`src/rtl/salu_pkg.sv`:
```
// salu_pkg: shared definitions for the scalar-ALU writeback slice.
//   - ALU control-word format codes (one-hot, control[31:24])
//   - SOPP branch opcodes and s_and_saveexec_b64 opcode (control[23:0])
//   - writeback state encoding and captured-instruction bundle
//   - branch resolution helper
package salu_pkg;

  localparam logic [7:0] SALU_SOPP = 8'h01;
  localparam logic [7:0] SALU_SOP1 = 8'h02;
  localparam logic [7:0] SALU_SOPC = 8'h04;
  localparam logic [7:0] SALU_SOP2 = 8'h08;
  localparam logic [7:0] SALU_SOPK = 8'h10;

  localparam logic [23:0] S_BRANCH           = 24'h000002;
  localparam logic [23:0] S_CBRANCH_SCC0     = 24'h000004;
  localparam logic [23:0] S_CBRANCH_SCC1     = 24'h000005;
  localparam logic [23:0] S_CBRANCH_VCCZ     = 24'h000006;
  localparam logic [23:0] S_CBRANCH_EXECZ    = 24'h000008;
  localparam logic [23:0] S_AND_SAVEEXEC_B64 = 24'h000024;

  typedef enum logic {
    WB_EMPTY = 1'b0,
    WB_FULL  = 1'b1
  } salu_wb_state_e;

  // Width-independent part of the instruction presented by the ALU.
  typedef struct packed {
    logic [7:0]  fmt;
    logic [23:0] opcode;
    logic        b64;
    logic [31:0] pc;
    logic        sgpr_dst_en;
    logic        exec_dst_en;
    logic        scc_wr;
    logic [63:0] exec;
    logic [63:0] vcc;
    logic [63:0] alu_out;
    logic        alu_scc;
  } salu_capture_t;

  // Returns {branch_valid, branch_taken}; scc is the value before this
  // instruction's own SCC update.
  function automatic logic [1:0] salu_branch_resolve(input salu_capture_t c,
                                                     input logic scc);
    logic [1:0] r;
    r = 2'b00;
    if (c.fmt == SALU_SOPP) begin
      case (c.opcode)
        S_BRANCH:        r = 2'b11;
        S_CBRANCH_SCC0:  r = {1'b1, ~scc};
        S_CBRANCH_SCC1:  r = {1'b1, scc};
        S_CBRANCH_VCCZ:  r = {1'b1, (c.vcc == 64'd0)};
        S_CBRANCH_EXECZ: r = {1'b1, (c.exec == 64'd0)};
        default:         r = 2'b00;
      endcase
    end else begin
      r = 2'b00;
    end
    return r;
  endfunction

endpackage

```
`src/rtl/salu_scc_file.sv`:
```
// salu_scc_file: per-wavefront SCC bits, NUM_WF x 1.
//   clk, rst            clock, synchronous active-high reset (clears all bits)
//   wr_en/wr_wfid/wr_data  write port; out-of-range ids are ignored
//   rd_wfid -> rd_data  external read, bypassed from a same-cycle write
//   iss_wfid -> iss_data  raw (un-bypassed) read for branch resolution
// Out-of-range reads return 0.
module salu_scc_file
  import salu_pkg::*;
#(
  parameter int NUM_WF = 40,
  parameter int WFID_W = 6
) (
  input  logic              clk,
  input  logic              rst,
  input  logic              wr_en,
  input  logic [WFID_W-1:0] wr_wfid,
  input  logic              wr_data,
  input  logic [WFID_W-1:0] rd_wfid,
  output logic              rd_data,
  input  logic [WFID_W-1:0] iss_wfid,
  output logic              iss_data
);

  logic [NUM_WF-1:0] scc_r;
  logic              wr_ok_s;

  function automatic logic in_range(input logic [WFID_W-1:0] id);
    return (32'(id) < 32'(NUM_WF));
  endfunction

  assign wr_ok_s = wr_en & in_range(wr_wfid);

  // SCC storage update.
  always_ff @(posedge clk) begin
    if (rst) begin
      scc_r <= '0;
    end else if (wr_ok_s) begin
      scc_r[wr_wfid] <= wr_data;
    end else begin
      scc_r <= scc_r;
    end
  end

  // External read with same-cycle write forwarding.
  always_comb begin
    rd_data = 1'b0;
    if (!in_range(rd_wfid)) begin
      rd_data = 1'b0;
    end else if (wr_ok_s && (wr_wfid == rd_wfid)) begin
      rd_data = wr_data;
    end else begin
      rd_data = scc_r[rd_wfid];
    end
  end

  // Issue-side read: pre-update value, so a branch sees SCC as it was.
  always_comb begin
    iss_data = 1'b0;
    if (in_range(iss_wfid)) begin
      iss_data = scc_r[iss_wfid];
    end else begin
      iss_data = 1'b0;
    end
  end

endmodule

```
`src/rtl/salu_writeback.sv`:
```
// salu_writeback: one-entry stage after the scalar ALU.
// Captures the ALU result on the accepting edge, then for one cycle drives
// SGPR/EXEC write strobes and SOPP branch resolution; retirement is held on
// retire_valid/retire_wfid until retire_ready.
// Ports: clk, rst (sync, active high); in_* ALU result + issue tag with
// in_valid/in_ready; sgpr_wr_*, exec_wr_*, wr_wfid register writes;
// branch_* branch outcome; retire_* handshake to the wavefront controller;
// scc_rd_wfid/scc_rd_data SCC read port for the operand/branch path.
// Optional: define SALU_WB_PERF_CNT_EN to add perf_retired, perf_br_taken
// and perf_stall_cycles (32-bit wrapping counters).
module salu_writeback
  import salu_pkg::*;
#(
  parameter int NUM_WF      = 40,
  parameter int WFID_W      = 6,
  parameter int SGPR_ADDR_W = 9
) (
  input  logic                   clk,
  input  logic                   rst,
  input  logic                   in_valid,
  output logic                   in_ready,
  input  logic [31:0]            in_control,
  input  logic                   in_b64_op,
  input  logic [WFID_W-1:0]      in_wfid,
  input  logic [31:0]            in_pc,
  input  logic                   in_sgpr_dst_en,
  input  logic [SGPR_ADDR_W-1:0] in_sgpr_dst_addr,
  input  logic                   in_exec_dst_en,
  input  logic                   in_scc_wr,
  input  logic [63:0]            in_exec,
  input  logic [63:0]            in_vcc,
  input  logic [63:0]            alu_out,
  input  logic                   alu_scc_val,
  output logic                   sgpr_wr_en,
  output logic [SGPR_ADDR_W-1:0] sgpr_wr_addr,
  output logic [63:0]            sgpr_wr_data,
  output logic [1:0]             sgpr_wr_mask,
  output logic                   exec_wr_en,
  output logic [63:0]            exec_wr_data,
  output logic [WFID_W-1:0]      wr_wfid,
  output logic                   branch_valid,
  output logic                   branch_taken,
  output logic [31:0]            branch_target,
  output logic                   retire_valid,
  output logic [WFID_W-1:0]      retire_wfid,
  input  logic                   retire_ready,
  input  logic [WFID_W-1:0]      scc_rd_wfid,
  output logic                   scc_rd_data
`ifdef SALU_WB_PERF_CNT_EN
 ,output logic [31:0]            perf_retired,
  output logic [31:0]            perf_br_taken,
  output logic [31:0]            perf_stall_cycles
`endif
);

  salu_wb_state_e state_r;
  salu_capture_t  cap_s;
  logic           accept_s;
  logic           scc_wr_s;
  logic           scc_old_s;
  logic [1:0]     br_s;
  logic           save_exec_s;
  logic [63:0]    sgpr_src_s;
  logic [63:0]    sgpr_data_s;
  logic [1:0]     sgpr_mask_s;
  logic [31:0]    br_target_s;

  // A full stage can still accept when the occupant retires this cycle.
  assign in_ready = (state_r == WB_EMPTY) | retire_ready;
  assign accept_s = in_valid & in_ready;
  assign scc_wr_s = accept_s & cap_s.scc_wr;

  // Bundle the incoming instruction.
  always_comb begin
    cap_s             = '0;
    cap_s.fmt         = in_control[31:24];
    cap_s.opcode      = in_control[23:0];
    cap_s.b64         = in_b64_op;
    cap_s.pc          = in_pc;
    cap_s.sgpr_dst_en = in_sgpr_dst_en;
    cap_s.exec_dst_en = in_exec_dst_en;
    cap_s.scc_wr      = in_scc_wr;
    cap_s.exec        = in_exec;
    cap_s.vcc         = in_vcc;
    cap_s.alu_out     = alu_out;
    cap_s.alu_scc     = alu_scc_val;
  end

  salu_scc_file #(
    .NUM_WF (NUM_WF),
    .WFID_W (WFID_W)
  ) u_scc_file (
    .clk      (clk),
    .rst      (rst),
    .wr_en    (scc_wr_s),
    .wr_wfid  (in_wfid),
    .wr_data  (cap_s.alu_scc),
    .rd_wfid  (scc_rd_wfid),
    .rd_data  (scc_rd_data),
    .iss_wfid (in_wfid),
    .iss_data (scc_old_s)
  );

  // Write data, mask and branch outcome derived from the incoming instruction.
  always_comb begin
    save_exec_s = (cap_s.fmt == SALU_SOP1) && (cap_s.opcode == S_AND_SAVEEXEC_B64);
    // saveexec stores the old EXEC to the SGPR and the ALU result to EXEC
    sgpr_src_s  = save_exec_s ? cap_s.exec : cap_s.alu_out;
    if (cap_s.b64) begin
      sgpr_data_s = sgpr_src_s;
      sgpr_mask_s = 2'b11;
    end else begin
      sgpr_data_s = {32'd0, sgpr_src_s[31:0]};
      sgpr_mask_s = 2'b01;
    end
    br_s        = salu_branch_resolve(cap_s, scc_old_s);
    br_target_s = br_s[0] ? cap_s.alu_out[31:0] : (cap_s.pc + 32'd4);
  end

  // Occupancy FSM with registered strobes and retirement outputs.
  always_ff @(posedge clk) begin
    if (rst) begin
      state_r       <= WB_EMPTY;
      sgpr_wr_en    <= 1'b0;
      sgpr_wr_addr  <= '0;
      sgpr_wr_data  <= 64'd0;
      sgpr_wr_mask  <= 2'b00;
      exec_wr_en    <= 1'b0;
      exec_wr_data  <= 64'd0;
      wr_wfid       <= '0;
      branch_valid  <= 1'b0;
      branch_taken  <= 1'b0;
      branch_target <= 32'd0;
      retire_valid  <= 1'b0;
      retire_wfid   <= '0;
    end else begin
      // strobes are single-cycle regardless of retirement back-pressure
      sgpr_wr_en   <= 1'b0;
      exec_wr_en   <= 1'b0;
      branch_valid <= 1'b0;
      case (state_r)
        WB_EMPTY, WB_FULL: begin
          if (accept_s) begin
            state_r       <= WB_FULL;
            retire_valid  <= 1'b1;
            retire_wfid   <= in_wfid;
            wr_wfid       <= in_wfid;
            sgpr_wr_en    <= cap_s.sgpr_dst_en;
            sgpr_wr_addr  <= in_sgpr_dst_addr;
            sgpr_wr_data  <= sgpr_data_s;
            sgpr_wr_mask  <= sgpr_mask_s;
            exec_wr_en    <= cap_s.exec_dst_en;
            exec_wr_data  <= cap_s.alu_out;
            branch_valid  <= br_s[1];
            branch_taken  <= br_s[0];
            branch_target <= br_target_s;
          end else if ((state_r == WB_FULL) && retire_ready) begin
            state_r      <= WB_EMPTY;
            retire_valid <= 1'b0;
          end else begin
            state_r      <= state_r;
          end
        end
        default: begin
          state_r      <= WB_EMPTY;
          retire_valid <= 1'b0;
        end
      endcase
    end
  end

`ifdef SALU_WB_PERF_CNT_EN
  // Retirement, taken-branch and stall event counters.
  always_ff @(posedge clk) begin
    if (rst) begin
      perf_retired      <= 32'd0;
      perf_br_taken     <= 32'd0;
      perf_stall_cycles <= 32'd0;
    end else begin
      if (retire_valid && retire_ready) begin
        perf_retired <= perf_retired + 32'd1;
      end else begin
        perf_retired <= perf_retired;
      end
      if (branch_valid && branch_taken) begin
        perf_br_taken <= perf_br_taken + 32'd1;
      end else begin
        perf_br_taken <= perf_br_taken;
      end
      if ((state_r == WB_FULL) && !retire_ready) begin
        perf_stall_cycles <= perf_stall_cycles + 32'd1;
      end else begin
        perf_stall_cycles <= perf_stall_cycles;
      end
    end
  end
`endif

endmodule

```
`config.mk`:
```
export PLATFORM = sky130hd
export DESIGN_NAME = salu_writeback
export DESIGN_NICKNAME = d
export VERILOG_FILES = /design/src/rtl/salu_pkg.sv /design/src/rtl/salu_scc_file.sv /design/src/rtl/salu_writeback.sv
export SDC_FILE = /design/constraint.sdc
export NUM_CORES = 1
export LEC_CHECK = 0
export ABC_AREA = 1
export CAP_MARGIN = 5
export CORE_MARGIN = 3
export CORE_UTILIZATION = 29
export DETAILED_ROUTE_END_ITERATION = 8
export DONT_BUFFER_PORTS = 1
export HOLD_SLACK_MARGIN = 0.05
export PLACE_DENSITY_LB_ADDON = 0.2
export SETUP_SLACK_MARGIN = 0.15
export SLEW_MARGIN = 40
export SYNTH_ARGS = -nofsm -noshare
export SYNTH_HDL_FRONTEND = slang
export SYNTH_SLANG_ARGS = --single-unit
```
`constraint.sdc`:
```
create_clock -name clk -period 2.95 [get_ports clk]
set_input_delay 0.295 -clock clk [delete_from_list [all_inputs] [get_ports clk]]
set_output_delay 0.295 -clock clk [all_outputs]
set_load 0.02 [all_outputs]
```
# [Word-level counts from Yosys, hierarchy flattened]
# Cells that the tools add are included.
# Widths: inputs -> output; s select.
[word_totals] reg_bits=222 latchBits=0 ram_bits=0 rom_bits=0 inputBits=286 output_inout_bits=190 word_cells=62 n_memories=0
[classes] add_sub_neg=1 multipliers=0 div_mod_pow=0 order_cmp=5 n_eq_ne=9 shift=0 n_mux=18 bitwise=8 n_reduce_logical=9
[ops] operator="$logic_not 64->1" n=2
[ops] operator="$mux 64" n=2
[ops] operator="$eq 24x3->1 const B" n=3
[ops] operator="$bwmux 40" n=1
[ops] operator="$add 32x3->32 const B" n=1
[ops] operator="$mux 32" n=1
[ops] operator="$eq 24x2->1 const B" n=1
[ops] operator="$eq 24x4->1 const B" n=1
[ops] operator="$eq 24x6->1 const B" n=1
[ops] operator="$lt 6x7->1 const B" n=2
[ops] operator="$bmux 1 s6" n=2
[ops] operator="$lt 6x6->1 const B" n=2
[ops] operator="$pmux 2 s5" n=1
[ops] operator="$mux 1" n=9
[ops] operator="$eq 8x1->1 const B" n=1
[ops] operator="$eq 8x2->1 const B" n=1
[ops] operator="$demux 1 s6" n=1
[ops] operator="$eq 6x6->1" n=1
[ops] operator="$ge 6x1->1 const B" n=1
[ops] operator="$logic_and 1x1->1" n=4
[ops] operator="$not 1->1" n=4
[ops] operator="$and 1x1->1" n=3
[ops] operator="$reduce_or 3->1" n=1
[ops] operator="$mux 2" n=1
[ops] operator="other kinds (3)" n=3

# [Logic depth before layout (Yosys ltp)]
# Gate-level depths: netlist of run 1.
[logic_depth] ltp_word=8 depth_mapped=20 mapped_depth_nobuf=17

# [Modules after synthesis]
# From an unflattened synthesis of run 1, not the netlist that was laid out.
[hier_totals] cells_unflattened=1726 hier_area_um2=11730.0
[modules_own_cells] mod="salu_writeback" instances=1 cells_each=1329 area_each_um2=9009.9 seq_area_each_um2=3643.5
[modules_own_cells] mod="salu_scc_file" instances=1 cells_each=397 area_each_um2=2720.1 seq_area_each_um2=800.8

# [Least setup slack after synthesis of run 1]
# No wires, ideal clock.
[synth_timing] kind="reg-to-output" start="register state_r" end="output port scc_rd_data" t_arrival_ps=1778 required_time_ps=2655 path_slack_ps=877 path_stages_with_launch=8 path_buffers=0 cell_sequence="dfxtp_1 > nand2_1 > nand2_1 > clkinv_1 > nand2_1 > a21oi_2 > nand4_1 > o21ai_0"
[synth_via] elab_chain_cells=8
[synth_rtl] item="from (decl)" line_no="salu_writeback.sv:56" rtl="salu_wb_state_e state_r;"
[synth_rtl] item="from (signal assigned)" line_no="salu_writeback.sv:161" rtl="state_r <= state_r;"
[synth_rtl] item="$not 1->1"
[synth_rtl] item="$or 1x1->1" line_no="salu_writeback.sv:69" rtl="assign in_ready = (state_r == WB_EMPTY) | retire_ready;"
[synth_rtl] item="named net in_ready" line_no="salu_writeback.sv:21" rtl="output logic in_ready,"
[synth_rtl] item="$and 1x1->1" line_no="salu_writeback.sv:70" rtl="assign accept_s = in_valid & in_ready;"
[synth_rtl] item="$and 1x1->1" line_no="salu_writeback.sv:71" rtl="assign scc_wr_s = accept_s & cap_s.scc_wr;"
[synth_rtl] item="$and 1x1->1" line_no="salu_scc_file.sv:31" rtl="assign wr_ok_s = wr_en & in_range(wr_wfid);"
[synth_rtl] item="$logic_and 1x1->1" line_no="salu_scc_file.sv:49" rtl="end else if (wr_ok_s && (wr_wfid == rd_wfid)) begin"
[synth_rtl] item="$mux 1" line_no="salu_scc_file.sv:49"
[synth_rtl] item="$mux 1" line_no="salu_scc_file.sv:47" rtl="if (!in_range(rd_wfid)) begin"
[synth_rtl] item="to (decl)" line_no="salu_writeback.sv:48" rtl="output logic scc_rd_data"
# The timed path passes the listed nets, and every way through them passes these cells.

# [Worst setup path in the final report of run 1]
# Ends and elaborated chain as after synthesis.

==> impl_metrics.tcl, run 1 <==
set metrics [dict create \
    fin_nets 2148 \
    path_clk_slew_ns 0.07 \
    seqPwrFrac_pct 44.2 \
    synth-edff-count 0 \
    area_delta_synth_final_pct 27.3 \
    core_area_um2 39000 \
    dp_cells 2166 \
    avgRoutedWirePerCell_um 21.1 \
    synthSimpleGateAreaFrac_pct 28.1 \
    grt_usage_pct 22.7 \
    synth_xor_area_share_pct 1.82 \
    post-route-period-util_pct 86.0 \
    cts_tree "yes" \
    viasPerCell 5.21 \
    worstPathCellList "nand2_2 > nand2_4 > inv_6 > nand2_1 > a21oi_4 > nand4_1 > o21ai_0 > o21ai_0 > buf_4" \
    slew_headroom_pct 46.8 \
    clockBufferDepth 3 \
    drv_slew 0 \
    die_y_um 205 \
    setup_ws_ns 0.413 \
    cp.required_ns 2.65 \
    placed_area_um2 11900 \
    grt_pass1_wl_mm 74.0 \
    overflow 0 \
    crit_fanout 9 \
    fin_skew_ns 0.0155 \
    ys_types 41 \
    ys.flop_type "dfxtp_1" \
    synth-adder-area-share_pct 0.108 \
    numClockSinks 222 \
    drt_iter0_markers 938 \
    root_buffer "clkbuf_16" \
    maxCapViolations 0 \
    worstMarginPinSlew_ns 0.797 \
    syn-instance-count 1740 \
    postRouteAntennaNets 0 \
    drt_pass1_iterations 6 \
    utilization_pct 37.7 \
    async_flop_share_pct 0 \
    swShare_pct 29.1 \
    muxShareOfSynthArea_pct 0 \
    ys_seq_elements 222 \
    seqCellArea_um2 4440 \
    synth_top_family_by_area "simple AND/OR/NAND/NOR gates" \
    p_int_uw 5680 \
    syn_nets 2027 \
    syn-mean-instance-area_um2 6.63 \
    synth.cell_area_um2 11500 \
    crit_top_cell "o21ai_0" \
    hold_viol 0 \
    holdCritPathClass "input pin to flip-flop" \
    antenna_found_initial 5 \
    synth_compound_area_share_pct 20.6 \
    numCtsBuffers 28 \
    fillers 4141 \
    yosysWarningCount 0 \
    gp_congestion 0.962 \
    row_count 72 \
    fin_area_um2 14700 \
    cts-htree-levels 1 \
    wl_mm 50.7 \
    end_kind "output port" \
    finalSetupViolCount 0 \
    leakage_uw 0.00643 \
    grt_max_degree 129 \
    start_kind "flip-flop" \
    clkPwrFrac_pct 44.2 \
    insertion_delay_ns 0.56 \
    rsz0062_at_grt "no" \
    ios 476 \
    seq_area_frac_synth_pct 38.5 \
    fin_cells 2402 \
    drive_gt1_share_pct 4.57 \
    cp_slowest_cell "dfxtp_1" \
    grt_pass1_vias 12100 \
    drc 0 \
    initial_core_util_pct 29.6 \
    pre_cts_ws_ns 0.639 \
    worstSetupPathType "flip-flop to output port" \
    final.setup.tns_ns 0 \
    io_buffers 0 \
    vias 12500 \
    worst_path_largest_cell_delay_ns 0.38 \
    dp_hpwl_mm 36.1 \
    switching_power_uw 2330 \
    outcome "complete, no violations" \
    chipWidth_um 205 \
    multi_input_area_um2 5860 \
    die_area_um2 42200 \
    fin_crit_ns 2.54 \
    power.density_nw_per_um2 546 \
    crit_arrival_ns 2.24 \
    fmax_ghz 0.394 \
    ir_worst_vdd_v 0.000453 \
    power_frac_comb_pct 11.6 \
]
-- stage by stage --
stage	hold slack (ns)	total power (uW)
5_1_grt	0.0606	8330
2_1_floorplan	0.407	4070
3_3_place_gp	0.371	4270
4_1_cts	0.0503	8080
3_5_place_dp	0.374	4280
6_report	0.0483	8010
-- synthesized netlist by cell type (all sizes together), types with 2 or more instances --
library cell / n / area share (%)
and3: 2 / 0.11
a31oi: 14 / 0.76
nand4: 42 / 2.3
xor2: 16 / 1.2
inv: 200 / 6.5
clkbuf: 86 / 2.8
nor3: 21 / 1.1
dfxtp: 222 / 39
buf: 25 / 1.5
nor3b: 2 / 0.13
a21oi: 130 / 5.7
xnor2: 8 / 0.61
o22ai: 4 / 0.22
nand3: 54 / 2.5
o211ai: 98 / 6.4
o21ai: 132 / 5.8
a311oi: 19 / 1.4
nor4: 7 / 0.38
nor2: 230 / 7.7
nand2: 421 / 14
-- worst max-delay path: cells and delay by family, from the launching register on --
family | cells | cell delay, ns
AO/OA/AOI/OAI | 3 | 0.45
buffers and inverters | 2 | 0.30
flip-flops | 1 | 0.38
AND/OR/NAND/NOR | 4 | 0.54
-- power by group through the flow --
stage                     clock network, uW  registers (uW)  logic (uW)
after CTS                              3610            3540         929
after global routing                   3730            3560        1040
after global placement                    0            3610         662
after detailed placement                  0            3610         674
after floorplan                           0            3520         552
final                                  3540            3540         932
-- cells by family (layout without fill, tap and decap cells) --
kind of cell    Yosys count  after routing
other cells               0              3
buf+inv                 312            453
compound gates          400            400
xor+xnor                 24             24
fa+ha+maj                 1              1
flops                   222            222
simple gates            781            781
-- registers in the layout, indices dropped and copies added, names as in the netlist --
register / count
branch_target: 32
branch_valid: 1
sgpr_wr_addr: 9
sgpr_wr_en: 1
exec_wr_en: 1
state_r: 1
retire_wfid: 6
branch_taken: 1
sgpr_wr_data: 64
u_scc_file.scc_r: 40
sgpr_wr_mask: 2
exec_wr_data: 64
-- repair_timing --
item	CTS	global route
resized for setup	0	2
hold buffers	183	0
endpoints found under the hold margin	196	0
endpoints found under the setup margin	0	1
setup buffers	0	0
-- path summary, 6_finish.rpt --
kind / start / to / slack, ns / cells after the start
worst min register to register: u_scc_file.scc_r[1]$_SDFFE_PP0P_ / u_scc_file.scc_r[1]$_SDFFE_PP0P_ / 0.51 / 2
worst max-delay path: state_r$_SDFFE_PP0P_ / scc_rd_data / 0.41 / 9
worst min-delay path: retire_ready / state_r$_SDFFE_PP0P_ / 0.05 / 3
worst max register to register: state_r$_SDFFE_PP0P_ / sgpr_wr_data[46]$_SDFFE_PP0P_ / 0.67 / 9
-- cell usage in the layout (no fill, tap or decap), drive strengths merged --
cell type	n
or2	1
buf	20
nor3b	2
dfxtp	222
o21ai	132
clkinvlp	1
a31oi	14
clkbuf	40
nor2	230
o21bai	1
bufinv	3
clkinv	5
nand2	421
a21oi	130
nor4b	1
xnor2	8
inv	202
a311oi	19
and3	2
nor4	7
nand3	54
nand4	42
a211oi	1
nor3	21
ha	1
o211ai	98
dlygate4sd3	182
o221ai	1
diode	3
xor2	16
o22ai	4
-- layout make-up --
class / count / area share (%)
multi-input cells: 1206 / 39.9
flip-flops and latches: 222 / 30.3
repair buffers: 202 / 13.8
clock buffers: 40 / 5.43
inverters: 201 / 5.20
well taps: 518 / 4.41
clock inverters: 10 / 0.894
diodes: 3 / 0.0511
-- layer usage --
| metal | GRT usage [%] | share of wire (%) | up-vias | wire, um |
|---|---|---|---|---|
| met1 | 28.1 | 40 | 5842 | 20400 |
| met2 | 36.7 | 46 | 570 | 23500 |
| met5 | 0 | 0.053 | - | 27 |
| met4 | 7.84 | 3.8 | 4 | 1950 |
| met3 | 7.72 | 9.5 | 118 | 4810 |
| li1 | - | - | 5969 | - |
No activity file was read; power rests on OpenSTA's default activity.
==> inputs of run 2 (changes only) <==
Settings changed: PLACE_DENSITY_LB_ADDON 0.2 to 0.12.
==> run 2 against run 1 <==
Against the previous run: core utilization increased by 0.12 points; sequential cell count unchanged; die area unchanged; cell area is 0.32% higher; worst setup slack worse by 0.16 ns; clock power down 3%; worst hold slack improved by 0.025 ns; maximum frequency is 5.8% lower; non-clock buffer count up 4; critical path type is now input pin to flip-flop.
==> impl_metrics.tcl, run 2 (synthesis gave the netlist of run 1 again) <==
set metrics [dict create \
    grtUsageMet1_pct 28.5 \
    ios 476 \
    largest_registers "exec_wr_data (64), sgpr_wr_data (64), u_scc_file.scc_r (40)" \
    fin_cells 2402 \
    layout_common_cells "nand2_1, nor2_1, dfxtp_1" \
    grt_max_degree 129 \
    grtUsageMet2_pct 38.3 \
    row_count 72 \
    worstMarginPinSlew_ns 0.722 \
    root_buffer "clkbuf_16" \
    cts_tree "yes" \
    cp.required_ns 3.44 \
    drv_slew 0 \
    cts-htree-levels 1 \
    start_kind "input pin" \
    final.setup.tns_ns 0 \
    chipWidth_um 205 \
    top_usage_layer "met2" \
    use_met3_pct 6.99 \
    vias 12300 \
    fin_skew_ns 0.0261 \
    overflow 0 \
    grt_usage_pct 22.9 \
    crit_fanout 23 \
    grt_pass1_wl_mm 74.7 \
    gp_congestion 0.876 \
    dp_cells 2166 \
    slew_headroom_pct 51.8 \
    path_clk_slew_ns 0.06 \
    timing.reg2reg.setup_slack_ns 0.30 \
    fmax_ghz 0.371 \
    finalSetupViolCount 0 \
    die_y_um 205 \
    hold_slack_ns 0.0733 \
    drc 0 \
    io_buffers 0 \
    post-route-period-util_pct 91.3 \
    grt_pass1_vias 11900 \
    viasPerCell 5.13 \
    outcome "complete, no violations" \
    antenna_found_initial 4 \
    fin_nets 2152 \
    crit_arrival_ns 3.18 \
    power.density_nw_per_um2 538 \
    die_area_um2 42200 \
    hold_viol 0 \
    leakage_uw 0.00645 \
    clockBufferDepth 3 \
    fin_crit_ns 2.69 \
    ir_worst_vdd_v 0.000384 \
    dp_hpwl_mm 36.0 \
    final_common_cell "nand2_1" \
    numClockSinks 222 \
    worstSetupPathType "input pin to flip-flop" \
    drive_gt1_share_pct 4.68 \
    avgRoutedWirePerCell_um 21.4 \
    numCtsBuffers 28 \
    drt_pass1_iterations 6 \
    area_delta_synth_final_pct 27.7 \
    initial_core_util_pct 29.6 \
    insertion_delay_ns 0.56 \
    core_area_um2 39000 \
    holdCritPathClass "input pin to flip-flop" \
    rsz0062_at_grt "yes" \
    maxCapViolations 0 \
    end_kind "flip-flop" \
    drt_iter0_markers 964 \
    postRouteAntennaNets 0 \
    wl_mm 51.3 \
]
==> run 2: routing by layer <==
layer,up-vias,routed length [um]
li1,5981,-
met1,5773,20900
met2,465,24600
met3,101,4340
met4,2,1490
met5,-,7
==> run 2: worst paths after layout <==
check / start / endpoint / cells after the start
hold reg to reg: u_scc_file.scc_r[1]$_SDFFE_PP0P_ / u_scc_file.scc_r[1]$_SDFFE_PP0P_ / 2
setup reg to reg: state_r$_SDFFE_PP0P_ / sgpr_wr_data[33]$_SDFFE_PP0P_ / 9
hold / removal: in_wfid[0] / u_scc_file.scc_r[22]$_SDFFE_PP0P_ / 5
setup / recovery: in_wfid[2] / branch_target[4]$_SDFFE_PP0P_ / 15
==> run 2: power by group <==
| group | internal [uW] | switching [uW] |
|---|---|---|
| Clock | 2070 | 1370 |
| Sequential | 3170 | 376 |
| Combinational | 385 | 553 |
==> run 2: cell type report <==
class	instances	area, um^2
Antenna cell	3	7.51
Clock buffer	39	813
Clock inverter	7	87.6
Fill cell	4174	24300
Inverter	201	764
Multi-Input combinational cell	1206	5870
Sequential cell	222	4440
Tap cell	518	648
Timing Repair Buffer	206	2100
==> run 2: critical path: stages <==
cell and delay [ns]:
dlygate4sd3_1 0.54, inv_1 0.26, nor2_1 0.14, nand3_1 0.10, nand2_1 0.06, o21ai_2 0.17
nand3_2 0.13, o21bai_4 0.16, nand3_4 0.10, nand2_4 0.13, inv_2 0.08, nor2_8 0.29
nand2_1 0.11, nand2_1 0.08, dlygate4sd3_1 0.54
==> run 2: per-stage QoR <==
stage | total power [uW] | area [um^2] | setup slack, ns | utilization [%]
2_1_floorplan | 4070 | 11500 | 0.877 | -
3_5_place_dp | 4290 | 11900 | 0.516 | 30.5
3_3_place_gp | 4290 | 11900 | 0.541 | 30.5
5_1_grt | 8260 | 14700 | 0.0909 | 37.8
6_report | 7930 | 14700 | 0.256 | 37.8
4_1_cts | 8030 | 14700 | 0.169 | 37.7
==> run 2: repair_timing <==
| item | CTS | global route |
|---|---|---|
| endpoints found under the hold margin | 198 | 2 |
| hold buffers | 185 | 1 |
| setup buffers | 0 | 1 |
| setup endpoints to repair | 1 | 3 |
| gates resized for setup | 2 | 4 |
